## config.mk

```make
export PLATFORM = sky130hd
export DESIGN_NAME = ros2_sub_msg_reader
export DESIGN_NICKNAME = d
export VERILOG_FILES = /design/src/rtl/ros2_sub_msg_reader.sv
export SDC_FILE = /design/constraint.sdc
export NUM_CORES = 1
export LEC_CHECK = 0
export CORE_ASPECT_RATIO = 0.5
export CORE_MARGIN = 8
export CORE_UTILIZATION = 30
export DETAILED_ROUTE_END_ITERATION = 8
export SLEW_MARGIN = 0
export SYNTH_ARGS = -nofsm -noshare
export SYNTH_HDL_FRONTEND = slang
export SYNTH_SLANG_ARGS = --single-unit
```

## constraint.sdc

```tcl
create_clock -name clk -period 3.4 [get_ports clk]
set_input_delay 0.51 -clock clk [delete_from_list [all_inputs] [get_ports clk]]
set_output_delay 0.51 -clock clk [all_outputs]
set_load 0.02 [all_outputs]
```

## src/rtl/ros2_sub_msg_reader.sv

```systemverilog
// ---------------------------------------------------------------------------
// ros2_sub_msg_reader
//
// Purpose:
//   Owns a byte-wide receive buffer that the ROS2 subscriber core fills, and
//   turns each completed std_msgs/String payload into a byte stream. The
//   payload layout is a 32-bit little-endian CDR string length followed by
//   the characters and a NUL terminator; the NUL is not streamed.
//
// Ports:
//   clk, rst_n            - clock, synchronous active-low reset
//   sub_addr/ce/we/wdata  - buffer write port driven by the subscriber core
//   sub_len               - application data length of the last message
//   sub_recv              - one-cycle "message complete" pulse
//   sub_req / sub_grant   - buffer ownership handshake
//   sub_rel               - one-cycle buffer release pulse
//   m_tdata/tvalid/tready/tlast - string byte stream
//   msg_cnt, err_cnt, ovr_cnt   - good messages, header errors, dropped recvs
//   busy                  - high whenever the reader is not idle
// ---------------------------------------------------------------------------
module ros2_sub_msg_reader #(
    parameter int MAX_LEN = 64,
    parameter int AW      = $clog2(MAX_LEN)
) (
    input  logic          clk,
    input  logic          rst_n,
    input  logic [AW-1:0] sub_addr,
    input  logic          sub_ce,
    input  logic          sub_we,
    input  logic [7:0]    sub_wdata,
    input  logic [7:0]    sub_len,
    input  logic          sub_recv,
    output logic          sub_req,
    input  logic          sub_grant,
    output logic          sub_rel,
    output logic [7:0]    m_tdata,
    output logic          m_tvalid,
    input  logic          m_tready,
    output logic          m_tlast,
    output logic [15:0]   msg_cnt,
    output logic [7:0]    err_cnt,
    output logic [7:0]    ovr_cnt,
    output logic          busy
);

    localparam logic [2:0] S_IDLE = 3'd0;
    localparam logic [2:0] S_REQ  = 3'd1;
    localparam logic [2:0] S_HDR  = 3'd2;
    localparam logic [2:0] S_DATA = 3'd3;
    localparam logic [2:0] S_REL  = 3'd4;

    logic [7:0]    mem [0:MAX_LEN-1];

    logic [2:0]    state_q,    state_d;
    logic          pend_q,     pend_d;
    logic [7:0]    len_q,      len_d;
    logic [2:0]    hdr_q,      hdr_d;
    logic [31:0]   strlen_q,   strlen_d;
    logic [AW-1:0] addr_q,     addr_d;
    logic [AW-1:0] end_addr_q, end_addr_d;
    logic          phase_q,    phase_d;
    logic          err_q,      err_d;
    logic [7:0]    m_tdata_q,  m_tdata_d;
    logic          m_tvalid_q, m_tvalid_d;
    logic          m_tlast_q,  m_tlast_d;
    logic [15:0]   msg_cnt_q,  msg_cnt_d;
    logic [7:0]    err_cnt_q,  err_cnt_d;
    logic [7:0]    ovr_cnt_q,  ovr_cnt_d;

    logic          grant_take;
    logic [AW-1:0] rd_addr;
    logic [7:0]    rd_byte;
    logic [32:0]   need_len;
    logic          hdr_err;

    // Buffer write port is always live; contents are deliberately not reset.
    always_ff @(posedge clk) begin
        if (sub_ce && sub_we) begin
            mem[sub_addr] <= sub_wdata;
        end
    end

    assign grant_take = (state_q == S_REQ) && sub_grant;
    assign rd_addr    = (state_q == S_HDR) ? AW'(hdr_q[1:0]) : addr_q;
    assign rd_byte    = mem[rd_addr];

    // Length checks are done at 33 bits so a huge strlen cannot wrap past them.
    assign need_len = {1'b0, strlen_q} + 33'd4;
    assign hdr_err  = (strlen_q == 32'd0)
                   || (need_len > {25'd0, len_q})
                   || (need_len > 33'(MAX_LEN));

    always_comb begin
        state_d    = state_q;
        pend_d     = pend_q;
        len_d      = len_q;
        hdr_d      = hdr_q;
        strlen_d   = strlen_q;
        addr_d     = addr_q;
        end_addr_d = end_addr_q;
        phase_d    = phase_q;
        err_d      = err_q;
        m_tdata_d  = m_tdata_q;
        m_tvalid_d = m_tvalid_q;
        m_tlast_d  = m_tlast_q;
        msg_cnt_d  = msg_cnt_q;
        err_cnt_d  = err_cnt_q;
        ovr_cnt_d  = ovr_cnt_q;

        // A recv coinciding with the grant re-arms pending instead of being
        // counted as an overrun, because the grant empties the slot.
        if (grant_take) begin
            pend_d = 1'b0;
        end
        if (sub_recv) begin
            if (pend_q && !grant_take) begin
                if (ovr_cnt_q != 8'hFF) begin
                    ovr_cnt_d = ovr_cnt_q + 8'd1;
                end
            end
            pend_d = 1'b1;
        end

        case (state_q)
            S_IDLE: begin
                if (pend_q) begin
                    state_d = S_REQ;
                end
            end
            S_REQ: begin
                if (sub_grant) begin
                    len_d   = sub_len;
                    hdr_d   = 3'd0;
                    err_d   = 1'b0;
                    state_d = S_HDR;
                end
            end
            S_HDR: begin
                // Steps 0..3 capture header bytes; step 4 judges the length.
                if (!hdr_q[2]) begin
                    case (hdr_q[1:0])
                        2'd0:    strlen_d[7:0]   = rd_byte;
                        2'd1:    strlen_d[15:8]  = rd_byte;
                        2'd2:    strlen_d[23:16] = rd_byte;
                        default: strlen_d[31:24] = rd_byte;
                    endcase
                    hdr_d = hdr_q + 3'd1;
                end else if (hdr_err) begin
                    err_d = 1'b1;
                    if (err_cnt_q != 8'hFF) begin
                        err_cnt_d = err_cnt_q + 8'd1;
                    end
                    state_d = S_REL;
                end else if (strlen_q == 32'd1) begin
                    state_d = S_REL;
                end else begin
                    addr_d     = AW'(4);
                    end_addr_d = strlen_q[AW-1:0] + AW'(2);
                    phase_d    = 1'b0;
                    state_d    = S_DATA;
                end
            end
            S_DATA: begin
                // Phase 0 reads the byte into the output register, phase 1
                // holds it until accepted.
                if (!phase_q) begin
                    m_tdata_d  = rd_byte;
                    m_tvalid_d = 1'b1;
                    m_tlast_d  = (addr_q == end_addr_q);
                    phase_d    = 1'b1;
                end else if (m_tvalid_q && m_tready) begin
                    m_tvalid_d = 1'b0;
                    m_tlast_d  = 1'b0;
                    phase_d    = 1'b0;
                    if (m_tlast_q) begin
                        state_d = S_REL;
                    end else begin
                        addr_d = addr_q + AW'(1);
                    end
                end
            end
            S_REL: begin
                if (!err_q) begin
                    msg_cnt_d = msg_cnt_q + 16'd1;
                end
                state_d = S_IDLE;
            end
            default: begin
                state_d = S_IDLE;
            end
        endcase
    end

    always_ff @(posedge clk) begin
        if (!rst_n) begin
            state_q    <= S_IDLE;
            pend_q     <= 1'b0;
            len_q      <= 8'd0;
            hdr_q      <= 3'd0;
            strlen_q   <= 32'd0;
            addr_q     <= '0;
            end_addr_q <= '0;
            phase_q    <= 1'b0;
            err_q      <= 1'b0;
            m_tdata_q  <= 8'd0;
            m_tvalid_q <= 1'b0;
            m_tlast_q  <= 1'b0;
            msg_cnt_q  <= 16'd0;
            err_cnt_q  <= 8'd0;
            ovr_cnt_q  <= 8'd0;
        end else begin
            state_q    <= state_d;
            pend_q     <= pend_d;
            len_q      <= len_d;
            hdr_q      <= hdr_d;
            strlen_q   <= strlen_d;
            addr_q     <= addr_d;
            end_addr_q <= end_addr_d;
            phase_q    <= phase_d;
            err_q      <= err_d;
            m_tdata_q  <= m_tdata_d;
            m_tvalid_q <= m_tvalid_d;
            m_tlast_q  <= m_tlast_d;
            msg_cnt_q  <= msg_cnt_d;
            err_cnt_q  <= err_cnt_d;
            ovr_cnt_q  <= ovr_cnt_d;
        end
    end

    // The buffer stays claimed from request until the release cycle.
    assign sub_req  = (state_q == S_REQ) || (state_q == S_HDR) || (state_q == S_DATA);
    assign sub_rel  = (state_q == S_REL);
    assign busy     = (state_q != S_IDLE);
    assign m_tdata  = m_tdata_q;
    assign m_tvalid = m_tvalid_q;
    assign m_tlast  = m_tlast_q;
    assign msg_cnt  = msg_cnt_q;
    assign err_cnt  = err_cnt_q;
    assign ovr_cnt  = ovr_cnt_q;

endmodule

```

==> metrics.csv <==
metric,value,unit
hold_slack,252,ps
critPathLaunchType,flop,
setup-tns-final,0,ps
dp_slack,-231,ps
status,"complete, no violations",
nets,2045,
vias_per_cell,5.03,
internal_power,11.8,mW
grt_pass1_vias,15500,
combPwrFrac,0.031,
clkLatencyLatePin,640,ps
hold_class,in2reg,
timing_max_transition_violations_final,0,
cp.arrival,3850,ps
htreeDepth,2,
initial_core_util,0.304,
setup-violations-final,0,
vias,15900,
synthCells,1769,
rows,75,
powerDensity,480,nW/um^2
skew,36.8,ps
relSlewSlack,0.248,
crit_fanout,7,
top_level_ports,74,
pwr-share-seq,0.548,
tightest_slew,1120,ps
drc_errors,0,
fin_area,31200,sq um
die-area,95400,sq um
yosysTopAreaCell,edfxtp_1,
fmax,0.298,GHz
total_power,15.0,mW
synth_most_common_cell,edfxtp_1,
dp_hpwl,44000,microns
hold_viol_final,0,
dr.pass1.iters,8,
root_buffer,clkbuf_16,
synth_edf_count,512,
whs_path_depth,1,
yosysTopAreaCellShare,0.601,
die_w,429,microns
grt_util_all_layers,0.134,
syn_avg_cell_area,14.5,sq um
io_buffers,73,
power_frac_clock,0.420,
rsz0062_at_grt,true,
worstPathRequired,3900,ps
p_sw_frac,0.211,
die_y,222,microns
clk_pin_slew,60,ps
p_sw,3.15,mW
wl_per_cell,21.3,microns
cts_buffer_depth,3,
synth_fp_nets,1818,
async_reset_ff_frac,0,
drt-initial-drc-count,1302,
synth_ff_type,edfxtp_1,
gp_congestion,0.819,
grt_pass1_wl,99700,microns
leakagePower,12.4,nW
coreArea,84200,sq um
drtAntennaViolNets,0,
place_area,28800,sq um
cts.sinks,615,
cts_tree,done,
cts_hold_buf,0,
synth_area_leaders,"edfxtp_1 (60%), mux2i_1 (11%), dfxtp_1 (8.1%)",
syn_area,25600,sq um
cts_buffers,57,
antenna_found_initial,0,
wl,67200,microns
vdd_drop_max,0.000331,V
min_period,3350,ps
fin_ws,46.6,ps
layout-drive-gt1-share,0.175,
yosys_warnings,0,
crit_path_end_kind,flop,
critPathKind,reg2reg,
synth_cell_type_count,71,
ys_seq_area_frac,0.682,
overflow,0,
min_period_over_period,0.986,
reg2reg_depth,10,
synth_seq_cells,615,
area_growth,21.8,%
grt_max_degree,68,
drv_cap,0,
yosys-top-cells-count,"edfxtp_1 (512), mux2i_1 (269), nor2_1 (128), o22ai_1 (128), dfxtp_1 (103)",
antennaDiodeCount,0,
[worst max-delay path, stage by stage (launching register included)]
cell and delay (ps):
dfxtp_1 310, or3b_4 420, mux2i_4 200, buf_12 150, bufbuf_16 280, mux2i_2 270
o22ai_1 160, or4_4 580, a22oi_2 340, o221ai_4 220, o211a_1 300
[per-stage QoR]
step	cells	utilization
5_1_grt	3161	0.370
6_report	3161	0.370
2_1_floorplan	1769	-
4_1_cts	3150	0.365
3_5_place_dp	3039	0.342
3_3_place_gp	3039	0.342
[routing by layer]
metal  track usage  share of wire
met1         0.177           0.44
met2         0.230           0.49
met3        0.0192          0.044
met4        0.0375          0.023
met5             0              0
[area by class of cell]
type / instances / area (sq um)
tap: 1116 / 1400
clock inverter: 27 / 226
clock buffer: 81 / 1580
multi-input combinational: 1032 / 7890
fill: 7835 / 53000
timing repair buffer: 273 / 2560
inverter: 17 / 63.8
sequential: 615 / 17400
[registers in the layout, indices dropped and copies added (netlist names), 8 cells and up]
register,flops
m_tdata,8
strlen_q,32
err_cnt,8
mem,512
msg_cnt,16
ovr_cnt,8
len_q,8
[cells by family (layout without fill, tap and decap cells)]
family / Yosys count / in the layout / synth area share
compound gates: 260 / 260 / 0.0742
xor+xnor: 46 / 46 / 0.0158
fa+ha+maj: 20 / 20 / 0.00979
buf+inv: 122 / 398 / 0.0223
flops: 615 / 615 / 0.682
mux: 270 / 270 / 0.106
simple gates: 436 / 436 / 0.0904
[timing repair]
action	4_1_cts	5_1_grt
buffers inserted	1	9
pin swaps	3	20
gates resized for setup	15	53
setup endpoints to repair	40	54
cloned	2	2
[power by group through the flow]
| stage | clock [mW] | sequential (mW) | combinational [mW] |
|---|---|---|---|
| final | 6.29 | 8.21 | 0.470 |
| after global routing | 6.69 | 8.21 | 0.507 |
| after CTS | 6.40 | 8.21 | 0.462 |
| after detailed placement | 0 | 8.37 | 0.458 |
| after global placement | 0 | 8.37 | 0.453 |
| after floorplan | 0 | 8.37 | 0.179 |
[cells in the final DEF (no fill, tap or decap), drive strengths merged, types with 37 or more instances in the layout]
cell type	synthesis	layout
buf	55	205
clkbuf	50	83
clkdlybuf4s50	0	64
dfxtp	103	103
edfxtp	512	512
mux2i	269	269
nand2	78	78
nand2b	37	37
nand3	41	41
nor2	128	128
o22ai	128	128
[worst paths after layout]
| kind | start | end | slack [ps] |
|---|---|---|---|
| max reg2reg | state_q[2] | strlen_q[26] | 50 |
| min | sub_wdata[5] | mem[52][5] | 250 |
| min reg2reg | len_q[5] | len_q[5] | 460 |
| max | state_q[2] | strlen_q[26] | 50 |
Power figures use the tool's default switching activity.
